--- config.mk ---
export PLATFORM = sky130hd
export DESIGN_NAME = ibus_arbiter_flat
export DESIGN_NICKNAME = d
export VERILOG_FILES = /design/src/rtl/ibus_arbiter_if.sv /design/src/rtl/ibus_arbiter.sv /design/src/flat_wrapper.sv
export SDC_FILE = /design/constraint.sdc
export NUM_CORES = 1
export LEC_CHECK = 0
export CAP_MARGIN = 20
export CORE_MARGIN = 1.5
export CORE_UTILIZATION = 35
export CTS_CLUSTER_SIZE = 8
export DETAILED_ROUTE_END_ITERATION = 8
export GPL_ROUTABILITY_DRIVEN = 0
export PLACE_DENSITY = 0.87
export SYNTH_ARGS = -nofsm -noshare
export SYNTH_HDL_FRONTEND = slang
export SYNTH_SLANG_ARGS = --single-unit
export TNS_END_PERCENT = 5
--- constraint.sdc ---
create_clock -name clk -period 1.82 [get_ports clk]
set_clock_uncertainty 0.1 [all_clocks]
set_input_delay 0.273 -clock clk [delete_from_list [all_inputs] [get_ports clk]]
set_output_delay 0.273 -clock clk [all_outputs]
set_load 0.005 [all_outputs]
--- src/rtl/ibus_arbiter_if.sv ---
//------------------------------------------------------------------------------
// Module   : ibus_arbiter_if
// Desc     : Two-master request bus plus ibus read/write port for ibus_arbiter.
// Revision : 1.0 - initial release
//------------------------------------------------------------------------------
`timescale 1ns/1ps
`default_nettype none

interface ibus_arbiter_if #(
  parameter int AW = 16,
  parameter int DW = 16
);
  logic [1:0]      m_req;
  logic [1:0]      m_we;
  logic [2*AW-1:0] m_adr;
  logic [2*DW-1:0] m_wdata;
  logic [1:0]      m_lock;
  logic [1:0]      m_ack;
  logic [1:0]      m_rvalid;
  logic [DW-1:0]   m_rdata;
  logic            ren;
  logic [AW-1:0]   ibus_radr;
  logic [DW-1:0]   ibus_rdata;
  logic            wen;
  logic [AW-1:0]   ibus_wadr;
  logic [DW-1:0]   ibus_wdata;

  // Environment side: drives the master requests and the ibus read data.
  modport master (
    output m_req, m_we, m_adr, m_wdata, m_lock, ibus_rdata,
    input  m_ack, m_rvalid, m_rdata, ren, ibus_radr, wen, ibus_wadr, ibus_wdata
  );

  // Arbiter side.
  modport slave (
    input  m_req, m_we, m_adr, m_wdata, m_lock, ibus_rdata,
    output m_ack, m_rvalid, m_rdata, ren, ibus_radr, wen, ibus_wadr, ibus_wdata
  );
endinterface

`default_nettype wire

--- src/rtl/ibus_arbiter.sv ---
//------------------------------------------------------------------------------
// Module   : ibus_arbiter
// Desc     : Round-robin arbiter of two masters onto a single-slot ibus with
//            read-owner tag pipeline. Optional burst lock: IBUS_ARB_LOCK_EN.
// Revision : 1.0 - initial release
//------------------------------------------------------------------------------
`timescale 1ns/1ps
`default_nettype none

module ibus_arbiter #(
  parameter int AW     = 16,
  parameter int DW     = 16,
  parameter int RD_LAT = 1
) (
  input  wire logic     clk,
  input  wire logic     rst_n,
  ibus_arbiter_if.slave bus
);

  logic              r_last;
  logic              r_ren;
  logic              r_wen;
  logic [AW-1:0]     r_radr;
  logic [AW-1:0]     r_wadr;
  logic [DW-1:0]     r_wdata;
  logic              r_rd_owner;
  logic [RD_LAT-1:0] r_tag_vld;
  logic [RD_LAT-1:0] r_tag_own;

  logic              w_grant;
  logic              w_win;
  logic              w_hold;
  logic [1:0]        w_ack;
  logic [AW-1:0]     w_sel_adr;
  logic [DW-1:0]     w_sel_wdata;
  logic              w_sel_we;

`ifdef IBUS_ARB_LOCK_EN
  logic [3:0]        r_lock_cnt;

  // Locked owner keeps a contested slot until the counter saturates.
  assign w_hold = bus.m_lock[r_last] && (r_lock_cnt != 4'd15);

  always_ff @(posedge clk) begin
    if (!rst_n) begin
      r_lock_cnt <= 4'd0;
    end else if (w_grant) begin
      if ((w_win == r_last) && bus.m_lock[w_win]) begin
        if (r_lock_cnt != 4'd15) begin
          r_lock_cnt <= r_lock_cnt + 4'd1;
        end
      end else begin
        r_lock_cnt <= 4'd0;
      end
    end
  end
`else
  logic w_unused_lock;

  assign w_hold        = 1'b0;
  assign w_unused_lock = ^bus.m_lock;
`endif

  always_comb begin
    w_ack   = 2'b00;
    w_win   = 1'b0;
    w_grant = rst_n && (bus.m_req != 2'b00);
    if (bus.m_req == 2'b11) begin
      w_win = w_hold ? r_last : ~r_last;
    end else begin
      w_win = bus.m_req[1];
    end
    if (w_grant) begin
      w_ack = w_win ? 2'b10 : 2'b01;
    end
  end

  assign w_sel_adr   = w_win ? bus.m_adr[AW +: AW]   : bus.m_adr[0 +: AW];
  assign w_sel_wdata = w_win ? bus.m_wdata[DW +: DW] : bus.m_wdata[0 +: DW];
  assign w_sel_we    = bus.m_we[w_win];

  always_ff @(posedge clk) begin
    if (!rst_n) begin
      r_last     <= 1'b1;
      r_ren      <= 1'b0;
      r_wen      <= 1'b0;
      r_radr     <= '0;
      r_wadr     <= '0;
      r_wdata    <= '0;
      r_rd_owner <= 1'b0;
    end else begin
      r_ren <= w_grant && !w_sel_we;
      r_wen <= w_grant && w_sel_we;
      if (w_grant) begin
        r_last <= w_win;
        if (w_sel_we) begin
          r_wadr  <= w_sel_adr;
          r_wdata <= w_sel_wdata;
        end else begin
          r_radr     <= w_sel_adr;
          r_rd_owner <= w_win;
        end
      end
    end
  end

  // Stage 0 is loaded in the cycle after ren, so the last stage lines up
  // with ibus_rdata RD_LAT cycles after the strobe.
  always_ff @(posedge clk) begin
    if (!rst_n) begin
      r_tag_vld <= '0;
      r_tag_own <= '0;
    end else begin
      r_tag_vld[0] <= r_ren;
      r_tag_own[0] <= r_rd_owner;
      for (int i = 1; i < RD_LAT; i++) begin
        r_tag_vld[i] <= r_tag_vld[i-1];
        r_tag_own[i] <= r_tag_own[i-1];
      end
    end
  end

  assign bus.m_ack      = w_ack;
  assign bus.m_rvalid   = !r_tag_vld[RD_LAT-1] ? 2'b00 :
                          (r_tag_own[RD_LAT-1] ? 2'b10 : 2'b01);
  assign bus.m_rdata    = bus.ibus_rdata;
  assign bus.ren        = r_ren;
  assign bus.ibus_radr  = r_radr;
  assign bus.wen        = r_wen;
  assign bus.ibus_wadr  = r_wadr;
  assign bus.ibus_wdata = r_wdata;

endmodule

`default_nettype wire

--- src/flat_wrapper.sv ---
// flat-port wrapper written by rule: the top's interface ports become plain ports
module ibus_arbiter_flat 
#(
  parameter int AW     = 16,
  parameter int DW     = 16,
  parameter int RD_LAT = 1
)
  (clk, rst_n, bus_m_req, bus_m_we, bus_m_adr, bus_m_wdata, bus_m_lock, bus_ibus_rdata, bus_m_ack, bus_m_rvalid, bus_m_rdata, bus_ren, bus_ibus_radr, bus_wen, bus_ibus_wadr, bus_ibus_wdata);
  ibus_arbiter_if #(.AW(AW), .DW(DW)) bus_i ();
  input  wire logic clk;
  input  wire logic rst_n;
  input wire logic [$bits(bus_i.m_req)-1:0] bus_m_req;
  input wire logic [$bits(bus_i.m_we)-1:0] bus_m_we;
  input wire logic [$bits(bus_i.m_adr)-1:0] bus_m_adr;
  input wire logic [$bits(bus_i.m_wdata)-1:0] bus_m_wdata;
  input wire logic [$bits(bus_i.m_lock)-1:0] bus_m_lock;
  input wire logic [$bits(bus_i.ibus_rdata)-1:0] bus_ibus_rdata;
  output wire logic [$bits(bus_i.m_ack)-1:0] bus_m_ack;
  output wire logic [$bits(bus_i.m_rvalid)-1:0] bus_m_rvalid;
  output wire logic [$bits(bus_i.m_rdata)-1:0] bus_m_rdata;
  output wire logic [$bits(bus_i.ren)-1:0] bus_ren;
  output wire logic [$bits(bus_i.ibus_radr)-1:0] bus_ibus_radr;
  output wire logic [$bits(bus_i.wen)-1:0] bus_wen;
  output wire logic [$bits(bus_i.ibus_wadr)-1:0] bus_ibus_wadr;
  output wire logic [$bits(bus_i.ibus_wdata)-1:0] bus_ibus_wdata;
  assign bus_i.m_req = bus_m_req;
  assign bus_i.m_we = bus_m_we;
  assign bus_i.m_adr = bus_m_adr;
  assign bus_i.m_wdata = bus_m_wdata;
  assign bus_i.m_lock = bus_m_lock;
  assign bus_i.ibus_rdata = bus_ibus_rdata;
  assign bus_m_ack = bus_i.m_ack;
  assign bus_m_rvalid = bus_i.m_rvalid;
  assign bus_m_rdata = bus_i.m_rdata;
  assign bus_ren = bus_i.ren;
  assign bus_ibus_radr = bus_i.ibus_radr;
  assign bus_wen = bus_i.wen;
  assign bus_ibus_wadr = bus_i.ibus_wadr;
  assign bus_ibus_wdata = bus_i.ibus_wdata;
  ibus_arbiter #(.AW(AW), .DW(DW), .RD_LAT(RD_LAT)) u_core (.clk(clk), .rst_n(rst_n), .bus(bus_i));
endmodule
==> summary.md <==
| Metric | Value |
|---|---|
| Initial antenna violation count | 0 |
| Pin count of the biggest net entering global routing | 53 |
| Leakage | 0.00150 uW |
| Final period utilization | 89.9% |
| 1st-iter DRT viols | 62 |
| Area contributors post-synth | dfxtp_1 (48%), mux2i_1 (14%), nand2_1 (8.4%), buf_4 (6.3%), o21ai_1 (5.3%) |
| Worst slew margin | 67.9% |
| Post-synthesis sequential area ratio | 47.6% |
| Setup violators final | 0 |
| Tot GR Track Use | 17.4% |
| Top Ports | 158 |
| Final WS setup | 184 ps |
| Final hold violations | 0 |
| Peak Freq | 0.611 GHz |
| Maximum fanout along the worst path | 36 |
| Worst min-delay path category | primary input to flop |
| Number of post-CTS setup repair buffers | 0 |
| Cells after synthesis | 254 |
| Share of cells above drive strength 1 | 5.87% |
| Synthesis Warnings | 0 |
| Pre-antenna DRT Iters | 4 |
| Worst skew pair latency | 290 ps |
| Multi-input gate area | 952 sq um |
| CP delay by family, top | buffers and inverters |
| Non-Filler Instances | 435 |
| Cell Area, Synth | 2270 sq um |
| First-pass GRT wire length | 9940 um |
| Placed insts | 428 |
| Die footprint | 6980 sq um |
| GRT overflow | 0 |
| Routed vias | 2178 |
| Post-CTS Hold Fix Bufs | 0 |
| R2R Setup Slk | 330 ps |
| Critical Path AT | 1760 ps |
| Clock transition at the registers of the reported paths | 90 ps |
| Async SR Flop Fraction | 0% |
| Resize count post-CTS | 4 |
| Post-DRT Antenna Nets | 0 |
| Post-synth EDFFs | 0 |
| Die H | 83.6 um |
| Vias in the first global route | 2129 |
| Clock root buffer | clkbuf_8 |
| CP Launch Type | primary input |
| Initial Util | 36.0% |
| Pwr per Cell Area | 788 nW/um^2 |
| Fin. max-slew vios | 0 |
| Die Width | 83.6 um |
| Fill cells | 592 |
| Routed len/inst | 13.9 um |
| Top FF cell, synth | dfxtp_1 |
| Syn_nets | 342 |
| FP Rows | 29 |
| Most common cell in the netlist | dfxtp_1 |
| CP Capture Type | flop |
| TritonCTS Buffers | 5 |
| Antenna Cells | 0 |
| Setup CP Type | primary input to flop |
| CTS tree | built |
| Register area | 1080 sq um |
| Clock sink count | 54 |
| Layout Nets | 446 |
| Worst Tran Pin Value | 481 ps |
| Buf/Inv on CP | 3 |
| Worst stage delay on the critical path | 410 ps |
| # H-tree levels | 2 |
| Routed vias/inst | 5.01 |
| PortBufs | 123 |
| Leading area contributor after synthesis | dfxtp_1 |
| Clock Path Buffers | 2 |
| Avg Synthesized Cell Area | 8.95 sq um |
| Distinct cells, synth | 22 |
| Synthesis-to-layout area growth | 58.4% |
| Synth Register Bits | 54 |
| Post-Place Worst Slack | -152 ps |
| Status | finished, final reports clean |
| Critical Path RT | 1950 ps |
| Worst path cell trace | clkdlybuf4s50_1, buf_4, a21boi_4, a32o_2, buf_12, o21ai_0, a31oi_1 |
| Number of max-cap violations | 0 |
| Synth top area share | 47.6% |
| Maximum VDD drop | 429 uV |
| DRC Markers | 0 |
| Unrepaired setup endpoints after global routing | no |
| Core area | 6310 sq um |
| Post-DP HPWL | 4500 um |
| Crit path time final | 1640 ps |
| Post-synth top cells | dfxtp_1 (54), nand2_1 (51), mux2i_1 (32) |
| DRT Wirelength | 6030 um |
| CP max stage cell | clkdlybuf4s50_1 |
[layout by cell type, fill, tap and decap left out]
cell type        Yosys  layout
a21boi_4             1       1
a21oi_1             17      17
a31oi_1             16      16
a32o_2               0       1
and2_1               3       3
buf_12               0       4
buf_2                6       1
buf_4               19       5
bufinv_16            0       1
clkbuf_8             0       6
clkdlybuf4s50_1      0     119
dfxtp_1             54      53
dfxtp_2              0       1
dlygate4sd2_1        0       3
inv_1                4       4
mux2i_1             32      32
nand2_1             51      51
nand2_2              1       1
nand2b_1             1       1
nand3_1              1       1
nor2_1               2       2
nor2b_1              1       1
o21ai_0              9       9
o21ai_1             24      24
o32a_1               1       1
[cell families after synthesis]
kind of cell | synth area share, %
compound gates | 17.1
mux | 14.1
simple gates | 10.6
flops | 47.6
buf+inv | 10.6
[state kept, by name, summed over array words and instances, names as in the netlist]
signal / count
u_core.r_rd_owner: 1
u_core.bus.ibus_wadr: 16
u_core.bus.ibus_wdata: 16
u_core.bus.ibus_radr: 16
u_core.bus.wen: 1
u_core.r_last: 1
u_core.r_tag_vld: 1
u_core.bus.ren: 1
u_core.r_tag_own: 1
[per-layer routing]
layer	track usage (%)	wire length [um]	vias up
li1	-	-	1067
met1	19.2	2310	1000
met2	30.3	2990	97
met3	7.12	626	14
met4	5.66	104	0
met5	0	0	-
[path summary, 6_finish.rpt]
path,start,endpoint,cells after the start
worst max-delay path,bus_m_req[0],u_core.bus.ibus_wdata[0],7
worst min register to register,u_core.r_rd_owner,u_core.r_tag_own,2
worst min-delay path,bus_m_req[1],u_core.r_last,3
worst max register to register,u_core.r_last,u_core.bus.ibus_radr[8],6
[metrics by stage]
step | total power, uW | cell area (sq um) | hold slack (ps) | util, % | TNS (ps)
finish | 2840 | 3600 | 335 | 57.0 | 0
global route | 3000 | 3600 | 356 | 57.0 | 0
CTS | 2880 | 3600 | 320 | 57.0 | 0
detailed placement | 2060 | 3490 | 346 | 55.3 | -4560
global placement | 2040 | 3490 | 319 | 55.3 | -1800
floorplan | 1650 | 2270 | 305 | - | 0
[area by class of cell]
class,instances,area share (%)
Sequential cell,54,30.1
Clock buffer,6,2.29
Inverter,4,0.417
Multi-Input combinational cell,161,26.5
Clock inverter,1,0.834
Tap cell,77,2.68
Timing Repair Buffer,132,37.2
[worst register-to-register path: cells and delay by family, from the launching register on]
kind | cells | cell delay (ps)
flip-flops | 1 | 350
AND/OR/NAND/NOR | 2 | 250
buffers and inverters | 2 | 300
AO/OA/AOI/OAI | 1 | 180
multiplexers | 1 | 230
[power by group]
part / switching, uW / total [uW] / internal (uW)
registers: 52.9 / 1340 / 1290
logic: 254 / 680 / 426
clock network: 370 / 811 / 441
total: 677 / 2840 / 2160
Note: power is estimated with default switching activity, not from simulation.
